## src/rtl/fft_twiddle_seq.sv

```systemverilog
// Radix-4 DIF twiddle ROM address sequencer; first beat 2 cycles after iSTART, then 1 beat/cycle.
// oVALID&!iREADY freezes address, beat and tags; optional oROM_EN clock-enable under FFT_ROM_GATE_EN.
module fft_twiddle_seq #(
   parameter int N_LOG4 = 5,
   parameter int ADDR_W = 9
) (
   input  logic                  iCLK,
   input  logic                  iRESET,
   input  logic                  iSTART,
   input  logic                  iABORT,
   input  logic                  iREADY,
   output logic [ADDR_W-1:0]     oADDR_COEF,
   output logic                  oVALID,
   output logic [2:0]            oSTAGE,
   output logic [2*N_LOG4-3:0]   oBUT_IDX,
   output logic                  oLAST_BUT,
   output logic                  oSTAGE_DONE,
   output logic                  oRDY
`ifdef FFT_ROM_GATE_EN
   ,
   output logic                  oROM_EN
`endif
);

   localparam int              BW     = 2*N_LOG4-2;
   localparam logic [2:0]      LAST_S = 3'(N_LOG4-1);
   localparam logic [BW-1:0]   LAST_B = '1;

   typedef enum logic [1:0] {ST_IDLE, ST_RUN, ST_DRAIN, ST_DONE} state_t;

   state_t            state_q, state_d;
   logic [2:0]        cnt_s_q, cnt_s_d;
   logic [BW-1:0]     cnt_b_q, cnt_b_d;

   // Issue rank: address in flight to the ROM and its tags.
   logic [ADDR_W-1:0] addr_q, addr_d;
   logic              iss_q, iss_d;
   logic [2:0]        iss_s_q, iss_s_d;
   logic [BW-1:0]     iss_b_q, iss_b_d;
   logic              iss_last_q, iss_last_d;

   // Beat rank: aligned with ROM q.
   logic              vld_q, vld_d;
   logic [2:0]        stg_q, stg_d;
   logic [BW-1:0]     but_q, but_d;
   logic              last_q, last_d;
   logic              stage_done_q, stage_done_d;

   logic              active, advance, accept, cnt_last;
   logic [3:0]        shamt;
   logic [BW-1:0]     k_mask, k_val;

   always_comb begin
      active   = (state_q == ST_RUN) || (state_q == ST_DRAIN);
      advance  = active && (!vld_q || iREADY);
      accept   = vld_q && iREADY;
      cnt_last = (cnt_s_q == LAST_S) && (cnt_b_q == LAST_B);
      // k = (b mod 4^(S-1-s)) * 4^s; the mask shrinks by two bits per stage.
      shamt    = {cnt_s_q, 1'b0};
      k_mask   = LAST_B >> shamt;
      k_val    = (cnt_b_q & k_mask) << shamt;

      state_d      = state_q;
      cnt_s_d      = cnt_s_q;
      cnt_b_d      = cnt_b_q;
      addr_d       = addr_q;
      iss_d        = iss_q;
      iss_s_d      = iss_s_q;
      iss_b_d      = iss_b_q;
      iss_last_d   = iss_last_q;
      vld_d        = vld_q;
      stg_d        = stg_q;
      but_d        = but_q;
      last_d       = last_q;
      stage_done_d = active && accept && last_q;

      case (state_q)
         ST_IDLE:  if (iSTART) state_d = ST_RUN;
         ST_RUN:   if (advance && cnt_last) state_d = ST_DRAIN;
         ST_DRAIN: if (accept && last_q && (stg_q == LAST_S)) state_d = ST_DONE;
         ST_DONE:  state_d = ST_IDLE;
         default:  state_d = ST_IDLE;
      endcase

      if (advance) begin
         vld_d  = iss_q;
         stg_d  = iss_s_q;
         but_d  = iss_b_q;
         last_d = iss_last_q;
         if (state_q == ST_RUN) begin
            iss_d      = 1'b1;
            addr_d     = ADDR_W'(k_val);
            iss_s_d    = cnt_s_q;
            iss_b_d    = cnt_b_q;
            iss_last_d = (cnt_b_q == LAST_B);
            if (cnt_last) begin
               cnt_s_d = '0;
               cnt_b_d = '0;
            end else begin
               cnt_b_d = cnt_b_q + BW'(1);
               if (cnt_b_q == LAST_B) cnt_s_d = cnt_s_q + 3'd1;
            end
         end else begin
            iss_d      = 1'b0;
            iss_s_d    = '0;
            iss_b_d    = '0;
            iss_last_d = 1'b0;
         end
      end

      if (iABORT) begin
         state_d      = ST_IDLE;
         cnt_s_d      = '0;
         cnt_b_d      = '0;
         addr_d       = '0;
         iss_d        = 1'b0;
         iss_s_d      = '0;
         iss_b_d      = '0;
         iss_last_d   = 1'b0;
         vld_d        = 1'b0;
         stg_d        = '0;
         but_d        = '0;
         last_d       = 1'b0;
         stage_done_d = 1'b0;
      end
   end

   always_ff @(posedge iCLK or negedge iRESET) begin
      if (!iRESET) begin
         state_q      <= ST_IDLE;
         cnt_s_q      <= '0;
         cnt_b_q      <= '0;
         addr_q       <= '0;
         iss_q        <= 1'b0;
         iss_s_q      <= '0;
         iss_b_q      <= '0;
         iss_last_q   <= 1'b0;
         vld_q        <= 1'b0;
         stg_q        <= '0;
         but_q        <= '0;
         last_q       <= 1'b0;
         stage_done_q <= 1'b0;
      end else begin
         state_q      <= state_d;
         cnt_s_q      <= cnt_s_d;
         cnt_b_q      <= cnt_b_d;
         addr_q       <= addr_d;
         iss_q        <= iss_d;
         iss_s_q      <= iss_s_d;
         iss_b_q      <= iss_b_d;
         iss_last_q   <= iss_last_d;
         vld_q        <= vld_d;
         stg_q        <= stg_d;
         but_q        <= but_d;
         last_q       <= last_d;
         stage_done_q <= stage_done_d;
      end
   end

   assign oADDR_COEF  = addr_q;
   assign oVALID      = vld_q;
   assign oSTAGE      = stg_q;
   assign oBUT_IDX    = but_q;
   assign oLAST_BUT   = last_q;
   assign oSTAGE_DONE = stage_done_q;
   assign oRDY        = (state_q == ST_DONE);
`ifdef FFT_ROM_GATE_EN
   // ROM captures exactly when both ranks move, so q stays paired with the beat.
   assign oROM_EN     = advance;
`endif

endmodule

```

## config.mk

```make
export PLATFORM = sky130hd
export DESIGN_NAME = fft_twiddle_seq
export DESIGN_NICKNAME = d
export VERILOG_FILES = /design/src/rtl/fft_twiddle_seq.sv
export SDC_FILE = /design/constraint.sdc
export NUM_CORES = 1
export LEC_CHECK = 0
export ABC_AREA = 0
export CAP_MARGIN = 10
export CORE_MARGIN = 5
export CORE_UTILIZATION = 25
export DETAILED_ROUTE_END_ITERATION = 10
export HOLD_SLACK_MARGIN = 0.02
export PLACE_DENSITY_LB_ADDON = 0.15
export SLEW_MARGIN = 20
export SYNTH_ARGS = -nofsm -noshare
export SYNTH_HDL_FRONTEND = slang
export SYNTH_SLANG_ARGS = --single-unit
```

## constraint.sdc

```tcl
create_clock -name iCLK -period 2.75 [get_ports iCLK]
set_clock_uncertainty 0.05 [all_clocks]
set_input_delay 0.55 -clock iCLK [delete_from_list [all_inputs] [get_ports iCLK]]
set_output_delay 0.55 -clock iCLK [all_outputs]
set_load 0.01 [all_outputs]
```

==> results of run 1 <==
## how the worst min path moves through the flow
| stage | from | end | slack, ns | cells past startpoint |
|---|---|---|---|---|
| final | iRESET | oVALID$_DFFE_PN0P_ | 0.11 | 1 |
| after global routing | iRESET | oVALID$_DFFE_PN0P_ | 0.13 | 1 |
| after CTS | iRESET | oVALID$_DFFE_PN0P_ | 0.12 | 1 |
| after detailed placement | iss_q$_DFFE_PN0P_ | iss_q$_DFFE_PN0P_ | 0.42 | 1 |
| after global placement | iss_q$_DFFE_PN0P_ | iss_q$_DFFE_PN0P_ | 0.41 | 1 |
| after floorplan | iRESET | cnt_b_q[0]$_DFFE_PN0P_ | 0.20 | 0 |
## area by class of cell
| class | instances | area, µm² |
|---|---|---|
| fill | 953 | 6310 |
| clock inverter | 3 | 68.8 |
| clock buffer | 5 | 68.8 |
| inverter | 8 | 30.0 |
| timing repair buffer | 37 | 340 |
| sequential | 48 | 1200 |
| tap | 111 | 139 |
| multi-input combinational | 163 | 1030 |
## cells by family after synthesis
logic type | after synthesis | share of synthesized area [%]
flip-flops | 48 | 51.4
other | 1 | 0.160
adder cells (fa/ha/maj) | 8 | 4.28
AND/OR/NAND/NOR | 89 | 19.7
AO/OA/AOI/OAI | 61 | 18.2
XOR/XNOR | 1 | 0.375
multiplexers | 3 | 1.39
buffers and inverters | 22 | 4.44
## state kept, by name, summed over array words and instances, names as in the netlist
| register | count |
|---|---|
| iss_last_q | 1 |
| iss_q | 1 |
| oSTAGE_DONE | 1 |
| state_q | 2 |
| cnt_b_q | 8 |
| iss_s_q | 3 |
| oBUT_IDX | 8 |
| oADDR_COEF | 8 |
| oLAST_BUT | 1 |
| iss_b_q | 8 |
| oSTAGE | 3 |
| oVALID | 1 |
| cnt_s_q | 3 |
## through the flow
stage / power, mW / worst slack [ns] / area [µm²]
floorplan: 1.05 / 0.774 / 2340
global placement: 1.18 / 0.339 / 2740
detailed placement: 1.18 / 0.293 / 2740
CTS: 1.81 / 0.548 / 2880
global route: 1.89 / 0.361 / 2880
finish: 1.78 / 0.550 / 2880
## critical path, delay by kind of cell (launching register included)
family,cells,cell delay (ns)
fa+ha+maj,1,0.42
flops,1,0.41
buf+inv,2,0.29
compound gates,1,0.18
simple gates,3,0.79
## cells in the final DEF, fill, tap and decap left out, drive strengths merged, types with 3 or more instances in the layout
cell and count:
a21oi 20, a22o 16, buf 11, clkbuf 5
clkdlybuf4s50 26, dfrtp 48, ha 8, inv 9
nand2 35, nand2b 4, nand3 7, nand4 3
nor2 11, nor2b 4, nor3 6, o21ai 8
o41ai 3, or3 3
## routing by layer
layer	up-vias	part of all wire (%)
met5	-	0
met4	0	0.73
met3	5	3.7
met2	46	45
met1	933	50
li1	891	-
## where the power goes
part | total (mW) | internal, mW | switching, mW | leakage, nW
sequential | 0.755 | 0.726 | 0.0281 | 0.669
combinational | 0.406 | 0.123 | 0.283 | 0.492
clock | 0.624 | 0.366 | 0.258 | 0.0687
==> results.md, run 1 <==
- Status: complete, no violations
- Asr flop ratio synth: between 90% and 100%
- RSZ-0062 raised after global routing: no
- M3 GR Usage: ~2.2%
- Placed cells: 367
- Kind of critical path: register to register
- GRT Total Usage: a little over a tenth
- Worst setup path endpoint: oADDR_COEF[1]$_DFFE_PN0P_
- Vias/cell: approximately 5.0
- Initial DRC Count: ~130
- Postcts setup bufs: 0
- Routing usage on met1: between 10% and 20%
- Critical Path AT: approximately 2.4 ns
- #FFs+latches synth: between 40 and 50
- Reg2reg setup slack: 0.55 ns
- Ys flop type: dfrtp_1
- IO Port Bufs: 27
- Critical path fanouts, max: 9
- Critical Path Start: state_q[0]$_DFFE_PN0P_
- Synth area leaders: dfrtp_1 (51%), a22o_1 (6.0%), nand2_1 (5.6%)
- Core area: about 9200 µm²
- Hold violation count in the final report: 0
- Die area: between 10,000 and 15,000 µm²
- Ant. Diodes: 0
- Placer Congestion: roughly 0.76
- Synth cell types: 48
- CP startpoint kind: register
- Share of cells above drive strength 1: ~11%
- Area leader, netlist: dfrtp_1
- Seq/Total Area, Yosys: about half
- Synthesis-to-finish area growth: 23.2%
- Die height: between 100 and 150 µm
- Via count: 1,875
- Vias in the first global route: roughly 1,900
- Wirelength per Cell: around 16 µm
- Worst r2r path cells: 7
- Final Non-Filler Cells: between 300 and 400
- Mapped cell area: approximately 2300 µm²
- Worst setup EP type: register
- Top-count cell post-synth: dfrtp_1
- R2r startpoint: state_q[0]$_DFFE_PN0P_
- FMAX: 454 MHz
- DRC: 0
- VDD IR max: between 0.3 and 0.4 mV
- Slew @ Worst Pin: about 1 ns
- Total Neg Setup Slack: 0 ns
- Antenna viol nets, final: 0
- CP cell instances: inv_1 -> ha_1 -> nand2b_4 -> or3_1 -> buf_4 -> nor4_1 -> a22o_1
- Final hold slack: ~0.11 ns
- Leak: 1.23 nW
- Crit-path slowest cell: ha_1
- Post-cts repair resize count: 0
- Pwr Density: between 600 and 700 nW/µm²
- Num Clock Sinks: between 40 and 50
- Clk buf depth: 2
- Max-Cap Viols: 0
- Root Buffer: clkbuf_8
- H-tree depth: 2
- Crit-path max cell delay: 0.42 ns
- Die width: 107 µm
- Initial Utilization: about 25%
- Largest net degree at the start of global routing: 20
- Worst Hold Class: input pin to async pin
- # rows: 35
- Avg Inst Size Synth: 10.0 µm²
- Total wire length: about 5900 µm
- Period minus WS final: between 2 and 2.5 ns
- Clock-pin slew on the worst setup and hold paths: around 0.10 ns
- DP Wirelength: ~4400 µm
- Final slew viol count: 0
- # nets final: 276
- TritonCTS clock tree: yes
- YS warnings: 0
- M2 GR Usage: between 15 and 20%
- Post-synth EDFFs: 0
- CTS Buf Count: 5
- Drt pass-1 iters: 4
- Clk Latency, worst-skew pair: roughly 0.30 ns
- Post-Syn Instances: 233
- CP required: around 2.9 ns
- Initial antenna violation count: 0
- Post-Syn Nets: around 250
- Hold buffers post-CTS: 0
- Post-Route Utilization: around 31%
- Most frequent cells after synthesis: dfrtp_1 (48), nand2_1 (35), a21oi_1 (20), a22o_1 (16), nor2_1 (11)
- Synth top area share: 51.4%
- Tcrit/Tclk final: around 80%
- GRT Residual Overflow: 0
- Setup Viol. Count Final: 0
- Rel. slew slack: roughly a third
- R2r endpoint: oADDR_COEF[1]$_DFFE_PN0P_
- Layer with the highest usage: met2
- Global-route wire length before repair: 10,000 µm
- I/O pin count: 29
No activity file was read; power rests on OpenSTA's default activity.
==> inputs of run 2 (changes only) <==
==> constraint.sdc (replaced) <==
create_clock -name iCLK -period 1.9 [get_ports iCLK]
set_clock_uncertainty 0.05 [all_clocks]
set_input_delay 0.38 -clock iCLK [delete_from_list [all_inputs] [get_ports iCLK]]
set_output_delay 0.38 -clock iCLK [all_outputs]
set_load 0.01 [all_outputs]
==> run 2 against run 1 <==
  * Core utilization grew 4.4 points
  * Final area grew 14%
  * Setup slack lost 0.52 ns
  * Global-route usage grew 0.67 points
  * Critical path depth shrank 1
  * Via count grew 3.0%
  * Die area is the same
  * Clock-buffer cell count is the same
  * Worst hold slack gained 0.33 ns
  * Clock power grew 23%
  * Fmax grew 18%
  * First-iteration DRC count shrank 48%
  * Critical endpoint is now cnt_b_q[6]$_DFFE_PN0P_
==> results.md, run 2 (synthesis results as in run 1) <==
- Sw Share: roughly a third
- Pre-CTS WS: -0.420 ns
- CTS Buf Count: 5
- Initial DRC Count: 68
- Root Buffer: clkbuf_8
- Clock power frac: 27.8%
- DP Wirelength: between 4000 and 5000 µm
- Dpl cell area: between 3000 and 4000 µm²
- CP startpoint kind: register
- RSZ-0062 raised after global routing: yes
- Placer Congestion: approximately 0.79
- Slew @ Worst Pin: between 0.5 and 0.6 ns
- GRT Residual Overflow: 0
- # rows: 35
- Hold depth: 1
- Leak: roughly 1.4 nW
- CP required: between 2 and 2.5 ns
- Fill cells: roughly 930
- Comb pwr share: between 30% and 40%
- Final slew viol count: 0
- Die height: around 110 µm
- Wirelength per Cell: 15.7 µm
- Ant. Diodes: 0
- Setup Viol. Count Final: 0
- Net Sw Power: 899 µW
- Reg2reg setup slack: between 0.02 and 0.03 ns
- Antenna viol nets, final: 0
- Vias/cell: 4.76
- Hold violation count in the final report: 0
- TritonCTS clock tree: yes
- Worst r2r path cells: 6
- Via count: 1,932
- FMAX: between 500 and 600 MHz
- Post-Route Utilization: between 30% and 40%
- Most frequent cells in the layout: dfrtp_1 (47), nand2_1 (35), buf_4 (35), clkdlybuf4s50_1 (24), a21oi_1 (18)
- Internal: 1.87 mW
- Vias in the first global route: a little under 2,000
- Clk Latency, worst-skew pair: 0.30 ns
- Worst Hold Class: register to register
- Commonest non-fill, non-tap cell in the layout: dfrtp_1
- Setup WS post-layout: 0.0289 ns
- Num Clock Sinks: 48
- I/O pin count: 29
- Die area: roughly 11,000 µm²
- Global-route wire length before repair: between 10,000 and 15,000 µm
- Post-route cell area: between 3000 and 4000 µm²
- Critical Path AT: a little over 2 ns
- Critical path fanouts, max: 5
- Hold Crit Endpoint: iss_q$_DFFE_PN0P_
- H-tree depth: 2
- # nets final: just over 300
- Largest net degree at the start of global routing: 49
- Clock-pin slew on the worst setup and hold paths: around 0.1 ns
- Synthesis-to-finish area growth: 40.4%
- Status: complete, no violations
- Sequential share of power: between 30% and 40%
- Tcrit/Tclk final: 98.5%
- GRT Total Usage: 11.6%
- Worst setup EP type: register
- Hold_sp: iss_q$_DFFE_PN0P_
- Initial antenna violation count: 0
- Max-Cap Viols: 0
- Clk buf depth: 2
- VDD IR max: between 0.4 and 0.5 mV
- IO Port Bufs: 27
- Initial Utilization: 25.4%
- Total wire length: approximately 6400 µm
- Rel. slew slack: approximately 64%
- R2r endpoint: cnt_b_q[6]$_DFFE_PN0P_
- Die width: about 110 µm
- Core area: 9200 µm²
- DRC: 0
- Kind of critical path: register to register
- Pwr Density: 843 nW/µm²
- Drt pass-1 iters: 4
- R2r startpoint: state_q[1]$_DFFE_PN0P_
- Share of cells above drive strength 1: 27.5%
- Period minus WS final: 1.87 ns
==> run 2: changes by cell type in the layout (fill, tap and decap cells not counted), moves of 3 or more <==
cell,change
buf_12,+4
ha_1,-3
inv_1,-3
inv_2,+3
buf_4,+25
nor2_1,-3
==> run 2: repair_timing <==
item | CTS | global route
setup buffers | 1 | 0
hold buffers | 1 | 0
setup endpoints to repair | 23 | 28
resized for setup | 13 | 18
gates cloned | 0 | 1
pin swaps | 4 | 6
endpoints found under the hold margin | 48 | 0
==> run 2: worst max-delay path by stage <==
stage                                 from                         to  slack [ns]  cells after the start
global placement                    iREADY  oADDR_COEF[0]$_DFFE_PN0P_       -0.38                      6
detailed placement                  iREADY  oADDR_COEF[1]$_DFFE_PN0P_       -0.42                      6
floorplan           state_q[0]$_DFFE_PN0P_     cnt_b_q[6]$_DFFE_PN0P_       0.009                      6
global route        state_q[0]$_DFFE_PN0P_     cnt_b_q[6]$_DFFE_PN0P_       -0.06                      6
CTS                 cnt_b_q[0]$_DFFE_PN0P_     cnt_b_q[6]$_DFFE_PN0P_       0.001                      5
finish              state_q[1]$_DFFE_PN0P_     cnt_b_q[6]$_DFFE_PN0P_        0.03                      6
==> run 2: final cells by class <==
| class | count | area [µm²] | area share (%) |
|---|---|---|---|
| flip-flops and latches | 48 | 1200 | 36.6 |
| multi-input cells | 163 | 1160 | 35.2 |
| repair buffers | 68 | 641 | 19.5 |
| well taps | 111 | 139 | 4.23 |
| clock buffers | 5 | 68.8 | 2.10 |
| clock inverters | 3 | 46.3 | 1.41 |
| inverters | 8 | 30.0 | 0.914 |
==> run 2: power by group through the flow <==
| stage | Clock, mW | Sequential, mW | Combinational (mW) |
|---|---|---|---|
| finish | 0.770 | 1.07 | 0.929 |
| detailed placement | 0 | 1.09 | 0.887 |
| global route | 0.847 | 1.07 | 1.03 |
| CTS | 0.805 | 1.07 | 0.903 |
| global placement | 0 | 1.09 | 0.887 |
| floorplan | 0 | 1.10 | 0.446 |
==> run 2: metrics by stage <==
stage                     total power [mW]  setup TNS [ns]  hold slack, ns  cells
after floorplan                       1.55               0          0.0344    233
after global placement                1.98           -8.64           0.337    395
after detailed placement              1.98           -8.21           0.344    395
after CTS                             2.78               0           0.439    405
after global routing                  2.96          -0.180           0.467    406
final                                 2.77               0           0.434    406
==> run 2: critical path: stages (launching register included) <==
cell     delay, ns
dfrtp_1       0.38
inv_2         0.06
ha_4          0.30
inv_2         0.06
or4_4         0.49
or3_1         0.36
a21oi_1       0.12
==> run 2: per-layer routing <==
| layer | wire (µm) | track usage, % |
|---|---|---|
| met5 | 0 | 0 |
| met4 | 73 | 3.38 |
| met2 | 3050 | 18.4 |
| met3 | 133 | 1.99 |
| met1 | 3120 | 16.3 |
